==> src/rtl/icache_refill_engine.sv <==
// Purpose: fetches a missed 4-word instruction line from memory and hands it to the cache.
// Latency: with mem_ready held high, line_valid comes 5 cycles after acceptance; idle again 2 cycles later.
// Backpressure: mem_read/mem_addr are held until mem_ready; busy stalls fetch for the whole refill.
module icache_refill_engine #(
  parameter int ADDR_WIDTH = 32,
  parameter int WORD_WIDTH = 32,
  parameter int LINE_WORDS = 4
) (
  input  logic                             clock,
  input  logic                             reset,
  input  logic                             miss_req,
  input  logic [ADDR_WIDTH-1:0]            miss_address,
  input  logic                             abort,
  output logic                             mem_read,
  output logic [ADDR_WIDTH-1:0]            mem_addr,
  input  logic [WORD_WIDTH-1:0]            mem_rdata,
  input  logic                             mem_ready,
  output logic [WORD_WIDTH*LINE_WORDS-1:0] line_data,
  output logic [ADDR_WIDTH-1:0]            line_address,
  output logic                             line_valid,
  output logic                             busy
);

  localparam int LINE_WIDTH = WORD_WIDTH * LINE_WORDS;
  localparam logic [ADDR_WIDTH-1:0] WORD_BYTES = ADDR_WIDTH'(4);

  typedef enum logic [1:0] {IDLE, FETCH, DONE, HOLD} state_t;

  state_t                  state;
  logic [1:0]              beat;
  logic                    abort_flag;
  // Words land here first so an aborted refill never disturbs the last delivered line.
  logic [LINE_WIDTH-1:0]   line_buf;
  logic [ADDR_WIDTH-1:0]   base;
  logic                    addr_offset_unused;

  assign base               = {miss_address[ADDR_WIDTH-1:4], 4'b0};
  assign addr_offset_unused = ^miss_address[3:0];

  // Refill sequencer: accept miss, run four in-order beats, strobe the line, then one guard cycle.
  always_ff @(posedge clock) begin
    if (reset) begin
      state        <= IDLE;
      beat         <= 2'd0;
      abort_flag   <= 1'b0;
      line_buf     <= '0;
      mem_read     <= 1'b0;
      mem_addr     <= '0;
      line_data    <= '0;
      line_address <= '0;
      line_valid   <= 1'b0;
      busy         <= 1'b0;
    end else begin
      line_valid <= 1'b0;
      case (state)
        IDLE: begin
          // A redirect in the same cycle as the miss makes the miss stale.
          if (miss_req && !abort) begin
            state        <= FETCH;
            line_address <= base;
            mem_addr     <= base;
            mem_read     <= 1'b1;
            beat         <= 2'd0;
            abort_flag   <= 1'b0;
            busy         <= 1'b1;
          end
        end
        FETCH: begin
          if (mem_ready) begin
            if (abort || abort_flag) begin
              // The outstanding beat has now retired; drop its data and the refill.
              state      <= IDLE;
              mem_read   <= 1'b0;
              abort_flag <= 1'b0;
              busy       <= 1'b0;
            end else if (beat == 2'd3) begin
              state      <= DONE;
              mem_read   <= 1'b0;
              line_data  <= {mem_rdata, line_buf[LINE_WIDTH-WORD_WIDTH-1:0]};
              line_valid <= 1'b1;
            end else begin
              line_buf[beat*WORD_WIDTH +: WORD_WIDTH] <= mem_rdata;
              beat     <= beat + 2'd1;
              mem_addr <= mem_addr + WORD_BYTES;
            end
          end else if (abort) begin
            // Memory request cannot be withdrawn; remember to discard it when it completes.
            abort_flag <= 1'b1;
          end
        end
        DONE: begin
          state <= HOLD;
        end
        HOLD: begin
          // Gives the cache's registered lookup a cycle to see the new line before another miss.
          state <= IDLE;
          busy  <= 1'b0;
        end
        default: begin
          state    <= IDLE;
          mem_read <= 1'b0;
          busy     <= 1'b0;
        end
      endcase
    end
  end

endmodule

==> config.mk <==
export PLATFORM = sky130hd
export DESIGN_NAME = icache_refill_engine
export DESIGN_NICKNAME = d
export VERILOG_FILES = /design/src/rtl/icache_refill_engine.sv
export SDC_FILE = /design/constraint.sdc
export NUM_CORES = 1
export LEC_CHECK = 0
export ABC_CLOCK_PERIOD_IN_PS = 5700
export CELL_PAD_IN_SITES_DETAIL_PLACEMENT = 0
export CELL_PAD_IN_SITES_GLOBAL_PLACEMENT = 1
export CORE_UTILIZATION = 39
export DETAILED_ROUTE_END_ITERATION = 12
export MAX_ROUTING_LAYER = met4
export PLACE_DENSITY = 0.89
export SETUP_SLACK_MARGIN = 0.02
export SLEW_MARGIN = 20
export SYNTH_ARGS = -nofsm -noshare
export SYNTH_HDL_FRONTEND = slang
export SYNTH_SLANG_ARGS = --single-unit
==> constraint.sdc <==
create_clock -name clock -period 5.7 [get_ports clock]
set_input_delay 0.57 -clock clock [delete_from_list [all_inputs] [get_ports clock]]
set_output_delay 0.57 -clock clock [all_outputs]
set_load 0.01 [all_outputs]
==> results of run 1 <==
## sequential cells by signal, indices dropped and copies added, names as in the netlist
register,flops
beat,2
mem_addr,30
line_address,28
busy,1
abort_flag,1
line_data,128
mem_read,1
line_valid,1
line_buf,96
state,2
## final cells by class
type | count | area share, %
Timing Repair Buffer | 270 | 17.9
Sequential cell | 290 | 38.9
Clock buffer | 37 | 5.61
Tap cell | 378 | 3.17
Multi-Input combinational cell | 1006 | 32.5
Inverter | 7 | 0.176
Clock inverter | 19 | 1.72
## cells by family after synthesis
| logic type | Yosys count | synth area share, % |
|---|---|---|
| AOI/OAI and AO/OA | 348 | 16.8 |
| adders and majority gates | 6 | 0.675 |
| buffers and inverters | 126 | 4.64 |
| DFF | 290 | 52.2 |
| muxes | 5 | 0.450 |
| other | 1 | 0.0337 |
| and+or+nand+nor | 641 | 25.2 |
## critical path: cells and delay by family
family          cells  cell delay (ns)
buf+inv             3             1.30
compound gates      1             0.14
simple gates        3             1.06
## worst max-delay path by stage
stage,slack (ns),from,cells past startpoint,to
3_3_place_gp,2.44,abort,6,line_data[87]
6_report,3.06,abort,7,line_data[89]
5_1_grt,2.85,abort,7,line_data[48]
4_1_cts,2.85,beat[0],5,line_buf[15]
3_5_place_dp,2.39,abort,6,line_data[88]
2_1_floorplan,3.67,abort,6,line_address[21]
## per-stage QoR
stage               area, µm²  hold WS, ns  setup slack [ns]  util [%]  power [mW]
global route            14900        0.466              2.85      53.5        4.66
global placement        13800        0.438              2.44      49.5        2.41
finish                  14900        0.445              3.06      53.5        4.51
floorplan               11100        0.432              3.67         -        2.26
CTS                     14900        0.448              2.85      53.4        4.55
detailed placement      13800        0.443              2.39      49.5        2.41
## power breakdown
part | switching, mW | internal (mW) | total, mW
clock network | 0.824 | 1.31 | 2.14
registers | 0.0324 | 2.06 | 2.09
logic | 0.157 | 0.122 | 0.279
## synth_stat cells, types with 2 or more instances
cell type	instances	share of area [%]
or3_1	4	0.22
nand3_1	115	5.2
mux2i_1	5	0.45
or4_1	2	0.13
nor2b_1	4	0.22
o211ai_1	3	0.20
nor4_1	2	0.11
nor3_1	6	0.27
o32ai_1	4	0.31
a21o_1	3	0.20
a211oi_1	4	0.27
o21ai_0	18	0.81
inv_1	7	0.24
buf_1	4	0.13
nand2_1	427	14
clkbuf_1	92	3.1
a41o_1	2	0.18
a2bb2oi_1	2	0.16
buf_2	17	0.76
dfxtp_1	290	52
buf_4	6	0.40
a31oi_1	7	0.39
a21boi_0	6	0.40
nor2_1	34	1.1
o22ai_1	6	0.34
ha_1	6	0.67
and2_1	2	0.11
a21oi_1	281	13
and3_1	6	0.34
nand4_1	12	0.67
nand2b_1	4	0.22
nor3b_1	5	0.34
o31ai_1	2	0.13
and4_1	5	0.39
## layer usage
layer  vias up  track usage, %
met5         -               -
met4         0            6.44
met3        62            5.16
met2       319            33.6
met1      4894            29.7
li1       5155               -
==> metrics.md, run 1 <==
| Metric | Value |
|---|---|
| Initial antenna violation count | `0` |
| Hold Vio Cnt, Final | `0` |
| GPL Wtd Cong | `0.879` |
| Max FO, Critical Path | `59` |
| Chip height | `171 µm` |
| DP Cell Count | `1950` |
| Max Fclk | `378 MHz` |
| Status | `finished, final reports clean` |
| Die area | `29200 µm²` |
| Synth warn | `0` |
| Final Net Count | `1681` |
| Leakage Power | `4.92 nW` |
| CTS HTree Levels | `1` |
| Overflow after GRT | `0` |
| Area occupied by multi-input gates | `4860 µm²` |
| Drt drc | `0` |
| Hold Crit Endpoint | `line_data[8]` |
| Power per standard cell area | `302 nW/µm²` |
| Worst Tran Pin Value | `1.02 ns` |
| Non-Filler Instances | `2007` |
| Drt via density | `5.20` |
| Die Wd | `171 µm` |
| Max stage delay on crit path | `0.73 ns` |
| Routed via count | `10430` |
| Final worst path period need | `2.64 ns` |
| Post-synthesis cell count | `1417` |
| Max Used Layer | `met4` |
| # setup viols final | `0` |
| Max cap viols | `0` |
| Post-cts resize count | `0` |
| Final WL | `32.6 mm` |
| Core ar. | `27900 µm²` |
| Worst IR Drop VDD | `0.195 mV` |
| Worst Reg-to-Reg Cells | `6` |
| Worst min path class | `reg2reg` |
| Met3 WL | `2.59 mm` |
| Final period utilization | `46.4%` |
| Post-synth top flop | `dfxtp_1` |
| CTS sink cnt | `290` |
| Root Buffer | `clkbuf_16` |
| Cell Area, Synth | `11100 µm²` |
| Iter 0 DRT Violations | `912` |
| Seq/Total Area, Yosys | `52.2%` |
| Pin count of the biggest net entering global routing | `135` |
| Count of different cell masters after synthesis | `58` |
| Cell breakdown of the critical path | `clkdlybuf4s50_1, nor2_1, and4_4, buf_12, buf_4, nand2_1, a21oi_1` |
| First-pass GRT wire length | `51.0 mm` |
| Unrepaired setup endpoints after global routing | `false` |
| WS Path Type | `in2reg` |
| CP max stage cell | `and4_4` |
| Seq. cell area | `5810 µm²` |
| Reg2Reg Setup Slack | `3.08 ns` |
| Crit path capture type | `flip-flop` |
| Wire per inst | `16.2 µm` |
| Worst-case clock buffer depth | `3` |
| Pins Over Slew Limit | `0` |
| Initial Utilization | `39.8%` |
| CTS clk-pin slew, worst paths | `0.06 ns` |
| Worst EP required | `6.18 ns` |
| PortBufs | `253` |
| Fraction of layout cells with a size suffix above 1 | `5.71%` |
| Data arrival, critical path | `3.12 ns` |
| Reg-to-reg endpoint | `mem_addr[17]` |
| TritonCTS clock tree | `built` |
| Hold Crit Depth | `2` |
| Leading cell type in the layout, fill and taps excluded | `nand2_1` |
| DP Wirelength | `21.1 mm` |
| Ys async rst share | `0%` |
| IO Count | `264` |
| CTS Buf Count | `31` |
| Area grow syn2layout | `34.2%` |
| Initial DRT Pass Iterations | `5` |
| Total global-route track usage | `22.3%` |
| Total length of routed met2 wires | `14.5 mm` |
| Num rows | `61` |
| Setup crit start kind | `input port` |
| Worst hold path startpoint | `line_buf[8]` |
| Flops & latches, synth | `290` |
| Final setup skew | `0.0162 ns` |
| Reg-to-reg startpoint | `beat[0]` |
| Syn_area_per_cell | `7.85 µm²` |
| Slew margin rel. | `31.8%` |
| FILL cells | `2672` |
| Hold buffers post-CTS | `0` |
| Vias in the first global route | `9295` |
| EDFF count, synth | `0` |
| Worst skew pair latency | `0.56 ns` |
| Diodes inserted | `0` |
| Sum Neg Setup Slack | `0 ns` |
| Setup Fix Bufs, Post-CTS | `0` |
| Final ANT Viol Nets | `0` |
| Most frequent cells in the layout | `nand2_1, dfxtp_1, a21oi_1, clkdlybuf4s50_1, nand3_1` |
| M1 wire length | `14.7 mm` |
Note: power is estimated with default switching activity, not from simulation.
==> run 2: changes to the inputs <==
- ABC_CLOCK_PERIOD_IN_PS: 5700 -> 2700
- CORE_UTILIZATION: 39 -> 36
- PLACE_DENSITY: 0.89 -> 0.84
- clock period: 5.7 -> 2.7 ns (I/O delays scaled with it)
==> metrics.md, run 2 (synthesis gave the netlist of run 1 again) <==
| Metric | Value |
|---|---|
| Area occupied by multi-input gates | `4860 µm² (about the same)` |
| First-pass GRT wire length | `52.3 mm (+2.5%)` |
| CTS sink cnt | `290 (unchanged)` |
| Reg with most FFs | `line_data` |
| Final period utilization | `80.2%` |
| WS Path Type | `reg2reg` |
| Placed Area | `14000 µm² (+1.6%)` |
| Final WL | `33.3 mm (+2.1%)` |
| Max FFs per register | `128 (unchanged)` |
| Overflow after GRT | `0 (unchanged)` |
| Sum Neg Setup Slack | `0 ns (unchanged)` |
| GPL Wtd Cong | `0.840 (-4.4%)` |
| Final Net Count | `1695 (+0.83%)` |
| Worst skew pair latency | `0.58 ns (+0.02 ns)` |
| Regs by FF count | `line_data (128), line_buf (96), mem_addr (30)` |
| Initial antenna violation count | `0 (unchanged)` |
| Post-cts resize count | `0 (unchanged)` |
| Die Wd | `178 µm (+4.0%)` |
| Pin count of the biggest net entering global routing | `139 (+3.0%)` |
| CP max stage cell | `or4_1` |
| Hold Vio Cnt, Final | `0 (unchanged)` |
| Die area | `31600 µm² (+8.2%)` |
| Design Area, Final | `15100 µm² (+1.1%)` |
| Max cap viols | `0 (unchanged)` |
| Seq. cell area | `5810 µm² (unchanged)` |
| DP Wirelength | `21.7 mm (+3.0%)` |
| Root Buffer | `clkbuf_16` |
| TritonCTS clock tree | `built` |
| CTS Buf Count | `31 (unchanged)` |
| Initial DRT Pass Iterations | `5 (unchanged)` |
| Core ar. | `30500 µm² (+9.2%)` |
| Vias in the first global route | `9481 (+2.0%)` |
| Leading cell type in the layout, fill and taps excluded | `nand2_1` |
| # setup viols final | `0 (unchanged)` |
| Worst min path class | `in2reg` |
| Max stage delay on crit path | `0.52 ns (-0.21 ns)` |
| Max FO, Critical Path | `6 (-90%)` |
| Setup Fix Bufs, Post-CTS | `0 (unchanged)` |
| Total global-route track usage | `21.0% (-1.2 points)` |
| Most frequent cells in the layout | `nand2_1, dfxtp_1, a21oi_1, clkdlybuf4s50_1, nand3_1` |
| Iter 0 DRT Violations | `735 (-19%)` |
| Chip height | `178 µm (+4.0%)` |
| Slew margin rel. | `51.1% (+19 points)` |
| Crit path max-delay family | `simple AND/OR/NAND/NOR gates` |
| Leakage Power | `5.01 nW (+1.8%)` |
| CTS clk-pin slew, worst paths | `0.06 ns (about the same)` |
| Drt drc | `0 (unchanged)` |
| IO Count | `264 (unchanged)` |
| Worst Tran Pin Value | `0.733 ns (-0.290 ns)` |
| Fraction of layout cells with a size suffix above 1 | `6.09% (+0.38 points)` |
| Drt via density | `5.13 (-1.4%)` |
| Setup crit start kind | `flip-flop` |
| Pins Over Slew Limit | `0 (unchanged)` |
| Data arrival, critical path | `2.66 ns (-0.46 ns)` |
| Initial Utilization | `36.5% (-3.4 points)` |
| Hold buffers post-CTS | `0 (unchanged)` |
| Final ANT Viol Nets | `0 (unchanged)` |
| Worst EP required | `3.19 ns (-2.99 ns)` |
| Buf/Inv on CP | `0 (-3)` |
| Final setup skew | `0.0182 ns (+0.00195 ns)` |
| Status | `finished, final reports clean` |
| Worst-case clock buffer depth | `3 (unchanged)` |
| Max Fclk | `462 MHz` |
| PortBufs | `253 (unchanged)` |
| CTS HTree Levels | `1 (unchanged)` |
| Worst IR Drop VDD | `0.536 mV (+180%)` |
| Num rows | `64 (+4.9%)` |
| FILL cells | `2968 (+11%)` |
| Crit path capture type | `flip-flop` |
| Routed via count | `10445 (+0.14%)` |
| Unrepaired setup endpoints after global routing | `false` |
| Final worst path period need | `2.17 ns` |
| Diodes inserted | `0 (unchanged)` |
| Cell breakdown of the critical path | `ha_1, nor3b_2, nand2_2, or2_1, or4_1, o211ai_1` |
| Power per standard cell area | `624 nW/µm² (+110%)` |
| Area grow syn2layout | `35.8%` |
| Wire per inst | `16.3 µm (+0.54%)` |
==> run 2: cell types whose count changed in the layout (fill, tap and decap cells not counted), moves of 3 or more <==
| cell | previous run | this run |
|---|---|---|
| buf_4 | 16 | 24 |
| clkinv_2 | 9 | 4 |
| clkbuf_8 | 4 | 10 |
| clkbuf_1 | 2 | 6 |
| buf_12 | 1 | 7 |
| bufinv_16 | 6 | 3 |
| clkinvlp_4 | 3 | 0 |
==> run 2: per-layer routing <==
metal / vias up / GRT usage [%] / share of wire [%]
li1: 5185 / - / -
met1: 4875 / 29.2 / 46
met2: 336 / 31.3 / 44
met3: 49 / 3.98 / 7.0
met4: 0 / 5.24 / 2.4
met5: - / - / 0
==> run 2: final cells by class <==
cell class / count / share of cell area (%)
clock buffers: 47 / 6.19
repair buffers: 284 / 18.9
flip-flops and latches: 290 / 38.4
inverters: 7 / 0.174
multi-input cells: 1006 / 32.1
clock inverters: 8 / 0.861
well taps: 396 / 3.28
==> run 2: final timing paths <==
path,startpoint,end,slack (ns),depth (start not counted)
hold / removal,reset,line_data[6],0.12,2
setup / recovery,beat[1],mem_addr[17],0.53,6
hold reg to reg,line_buf[27],line_buf[27],0.45,2
setup reg to reg,beat[1],mem_addr[17],0.53,6
==> run 2: power breakdown <==
group / internal (mW) / switching (mW)
Sequential: 4.34 / 0.0659
Combinational: 0.272 / 0.340
Clock: 2.66 / 1.75
Total: 7.28 / 2.15
==> run 2: per-stage QoR <==
step                total power, mW  hold WS (ns)  utilization [%]  setup slack, ns  std cells
detailed placement             5.11         0.443             46.0            0.347       1983
global route                   9.77         0.154             49.5            0.358       2038
floorplan                      4.78         0.406                -            0.833       1422
finish                         9.43         0.118             49.5            0.535       2038
CTS                            9.52         0.121             49.5            0.520       2038
global placement               5.11         0.437             46.0            0.346       1983
==> run 2: worst register-to-register path, delay by kind of cell (launching register included) <==
kind	cells	cell delay, ns
simple gates	4	1.40
flops	1	0.36
fa+ha+maj	1	0.25
compound gates	1	0.10
==> run 3: changes to the inputs <==
- ABC_CLOCK_PERIOD_IN_PS: 2700 -> 2200
- clock period: 2.7 -> 2.2 ns (I/O delays scaled with it)
==> metrics.md, run 3 (synthesis gave the netlist of run 1 again) <==
| Metric | Value |
|---|---|
| Max FFs per register | `128 (unchanged)` |
| Iter 0 DRT Violations | `660 (-10%)` |
| Num rows | `64 (unchanged)` |
| Design Area, Final | `15300 µm² (+1.5%)` |
| CTS clk-pin slew, worst paths | `0.07 ns (about the same)` |
| Reg with most FFs | `line_data` |
| TritonCTS clock tree | `built` |
| Drt drc | `0 (unchanged)` |
| First-pass GRT wire length | `51.7 mm (-1.2%)` |
| Max FO, Critical Path | `6 (unchanged)` |
| CTS sink cnt | `290 (unchanged)` |
| Sum Neg Setup Slack | `0 ns (unchanged)` |
| Placed Area | `14300 µm² (+1.6%)` |
| Met1 GRT Util | `28.9% (-0.33 points)` |
| Worst min path class | `in2reg` |
| Worst skew pair latency | `0.57 ns (about the same)` |
| Drt via density | `5.13 (+0.12%)` |
| Final Net Count | `1709 (+0.83%)` |
| Worst EP required | `2.68 ns (-0.51 ns)` |
| Pin count of the biggest net entering global routing | `157 (+13%)` |
| Final setup skew | `0.0163 ns (-0.00181 ns)` |
| WS Path Type | `reg2reg` |
| Slew margin rel. | `53.1% (+1.9 points)` |
| DP Wirelength | `22.4 mm (+2.9%)` |
| Pwr Total | `11.5 mW (+22%)` |
| Wire per inst | `16.4 µm (+0.41%)` |
| GPL Wtd Cong | `0.802 (-4.5%)` |
| Chip height | `178 µm (unchanged)` |
| Initial Utilization | `36.5% (unchanged)` |
| Busiest grt layer | `met2` |
| CTS Buf Count | `31 (unchanged)` |
| Hold Crit Endpoint | `line_data[4]` |
| Area grow syn2layout | `37.8%` |
| Regs by FF count | `line_data (128), line_buf (96), mem_addr (30)` |
| Worst Tran Pin Value | `0.704 ns (-0.0290 ns)` |
| Worst hold path startpoint | `reset` |
| Data arrival, critical path | `2.56 ns (-0.10 ns)` |
| Diodes inserted | `0 (unchanged)` |
| Max Fclk | `480 MHz (+3.9%)` |
| # setup viols final | `0 (unchanged)` |
| Hold Vio Cnt, Final | `0 (unchanged)` |
| Routed via count | `10535 (+0.86%)` |
| Final WL | `33.7 mm (+1.1%)` |
| Initial DRT Pass Iterations | `5 (unchanged)` |
| CTS HTree Levels | `1 (unchanged)` |
| IO Count | `264 (unchanged)` |
| Worst Reg-to-Reg Cells | `6 (unchanged)` |
| Met3 GRT Util | `4.09% (+0.11 points)` |
| Met2 usage | `31.5% (+0.23 points)` |
| Unrepaired setup endpoints after global routing | `false` |
| Overflow after GRT | `0 (unchanged)` |
| Reg2Reg Setup Slack | `0.12 ns (-0.42 ns)` |
| Leakage Power | `5.12 nW (+2.1%)` |
| Initial antenna violation count | `0 (unchanged)` |
| Final worst path period need | `2.08 ns (-0.0823 ns)` |
| Power per standard cell area | `752 nW/µm² (+21%)` |
| Most frequent cells in the layout | `nand2_1, dfxtp_1, a21oi_1, clkdlybuf4s50_1, nand3_1` |
| Total global-route track usage | `21.0% (-0.026 points)` |
| Die area | `31600 µm² (unchanged)` |
| Reg-to-reg startpoint | `mem_addr[2]` |
| Max cap viols | `0 (unchanged)` |
| Worst IR Drop VDD | `0.523 mV (-2.5%)` |
| Final period utilization | `94.7% (+14 points)` |
| Final ANT Viol Nets | `0 (unchanged)` |
| Pins Over Slew Limit | `0 (unchanged)` |
| Worst-case clock buffer depth | `3 (unchanged)` |
| Core ar. | `30500 µm² (unchanged)` |
| Setup crit start kind | `flip-flop` |
| Vias in the first global route | `9389 (-0.97%)` |
| Setup Fix Bufs, Post-CTS | `0 (unchanged)` |
| Reg-to-reg endpoint | `mem_addr[18]` |
| Root Buffer | `clkbuf_16` |
| Die Wd | `178 µm (unchanged)` |
| PortBufs | `253 (unchanged)` |
| Status | `finished, final reports clean` |
| Leading cell type in the layout, fill and taps excluded | `nand2_1` |
| Hold Crit Depth | `2 (unchanged)` |
| Post-cts resize count | `0 (unchanged)` |
| Crit path capture type | `flip-flop` |
| Fraction of layout cells with a size suffix above 1 | `7.06% (+0.97 points)` |
| Hold buffers post-CTS | `0 (unchanged)` |
run 3: changes by cell type in the layout (fill, tap and decap cells not counted), sizes merged:
| cell | before | now |
|---|---|---|
| buf | 32 | 46 |
| clkinvlp | 0 | 2 |
| bufinv | 3 | 2 |
run 3: through the flow:
| stage | worst slack [ns] | cells | hold slack (ns) | utilization (%) |
|---|---|---|---|---|
| 6_report | 0.117 | 2053 | 0.0845 | 50.3 |
| 5_1_grt | 0.0246 | 2053 | 0.0964 | 50.3 |
| 2_1_floorplan | 0.333 | 1422 | 0.356 | - |
| 3_5_place_dp | 0.0985 | 1997 | 0.443 | 46.7 |
| 3_3_place_gp | 0.127 | 1997 | 0.437 | 46.7 |
| 4_1_cts | 0.109 | 2053 | 0.0716 | 50.3 |
run 3: area by class of cell:
class	instances	area, µm²
fill	2954	15200
sequential	290	5810
multi-input combinational	1006	4870
timing repair buffer	298	3080
clock buffer	47	956
tap	396	495
clock inverter	9	115
inverter	7	26.3
run 3: how the worst max path moves through the flow:
stage	slack (ns)	to	cells after the start	start
floorplan	0.33	mem_addr[31]	6	mem_addr[7]
global placement	0.13	mem_addr[14]	7	beat[0]
detailed placement	0.1	line_data[104]	7	abort
CTS	0.11	mem_addr[14]	7	beat[0]
global route	0.02	mem_addr[18]	6	mem_addr[2]
finish	0.12	mem_addr[18]	6	mem_addr[2]
run 3: report_power, final:
group	total (mW)	internal [mW]	leakage (nW)	switching, mW
registers	5.40	5.33	2.34	0.0739
logic	0.784	0.351	2.25	0.433
clock network	5.36	3.22	0.527	2.14
total	11.5	8.90	5.12	2.64
run 3: layer usage:
metal | vias up | part of all wire [%]
met4 | 0 | 2.0
met1 | 4914 | 47
li1 | 5217 | -
met5 | - | 0
met3 | 44 | 6.7
met2 | 360 | 45
run 3: worst max-delay path, stage by stage (launching register included):
cell and delay [ns]:
dfxtp_1 0.44, ha_1 0.28, and4_1 0.32, nand2_1 0.15, or3_1 0.36, o31a_1 0.24
o32ai_1 0.20
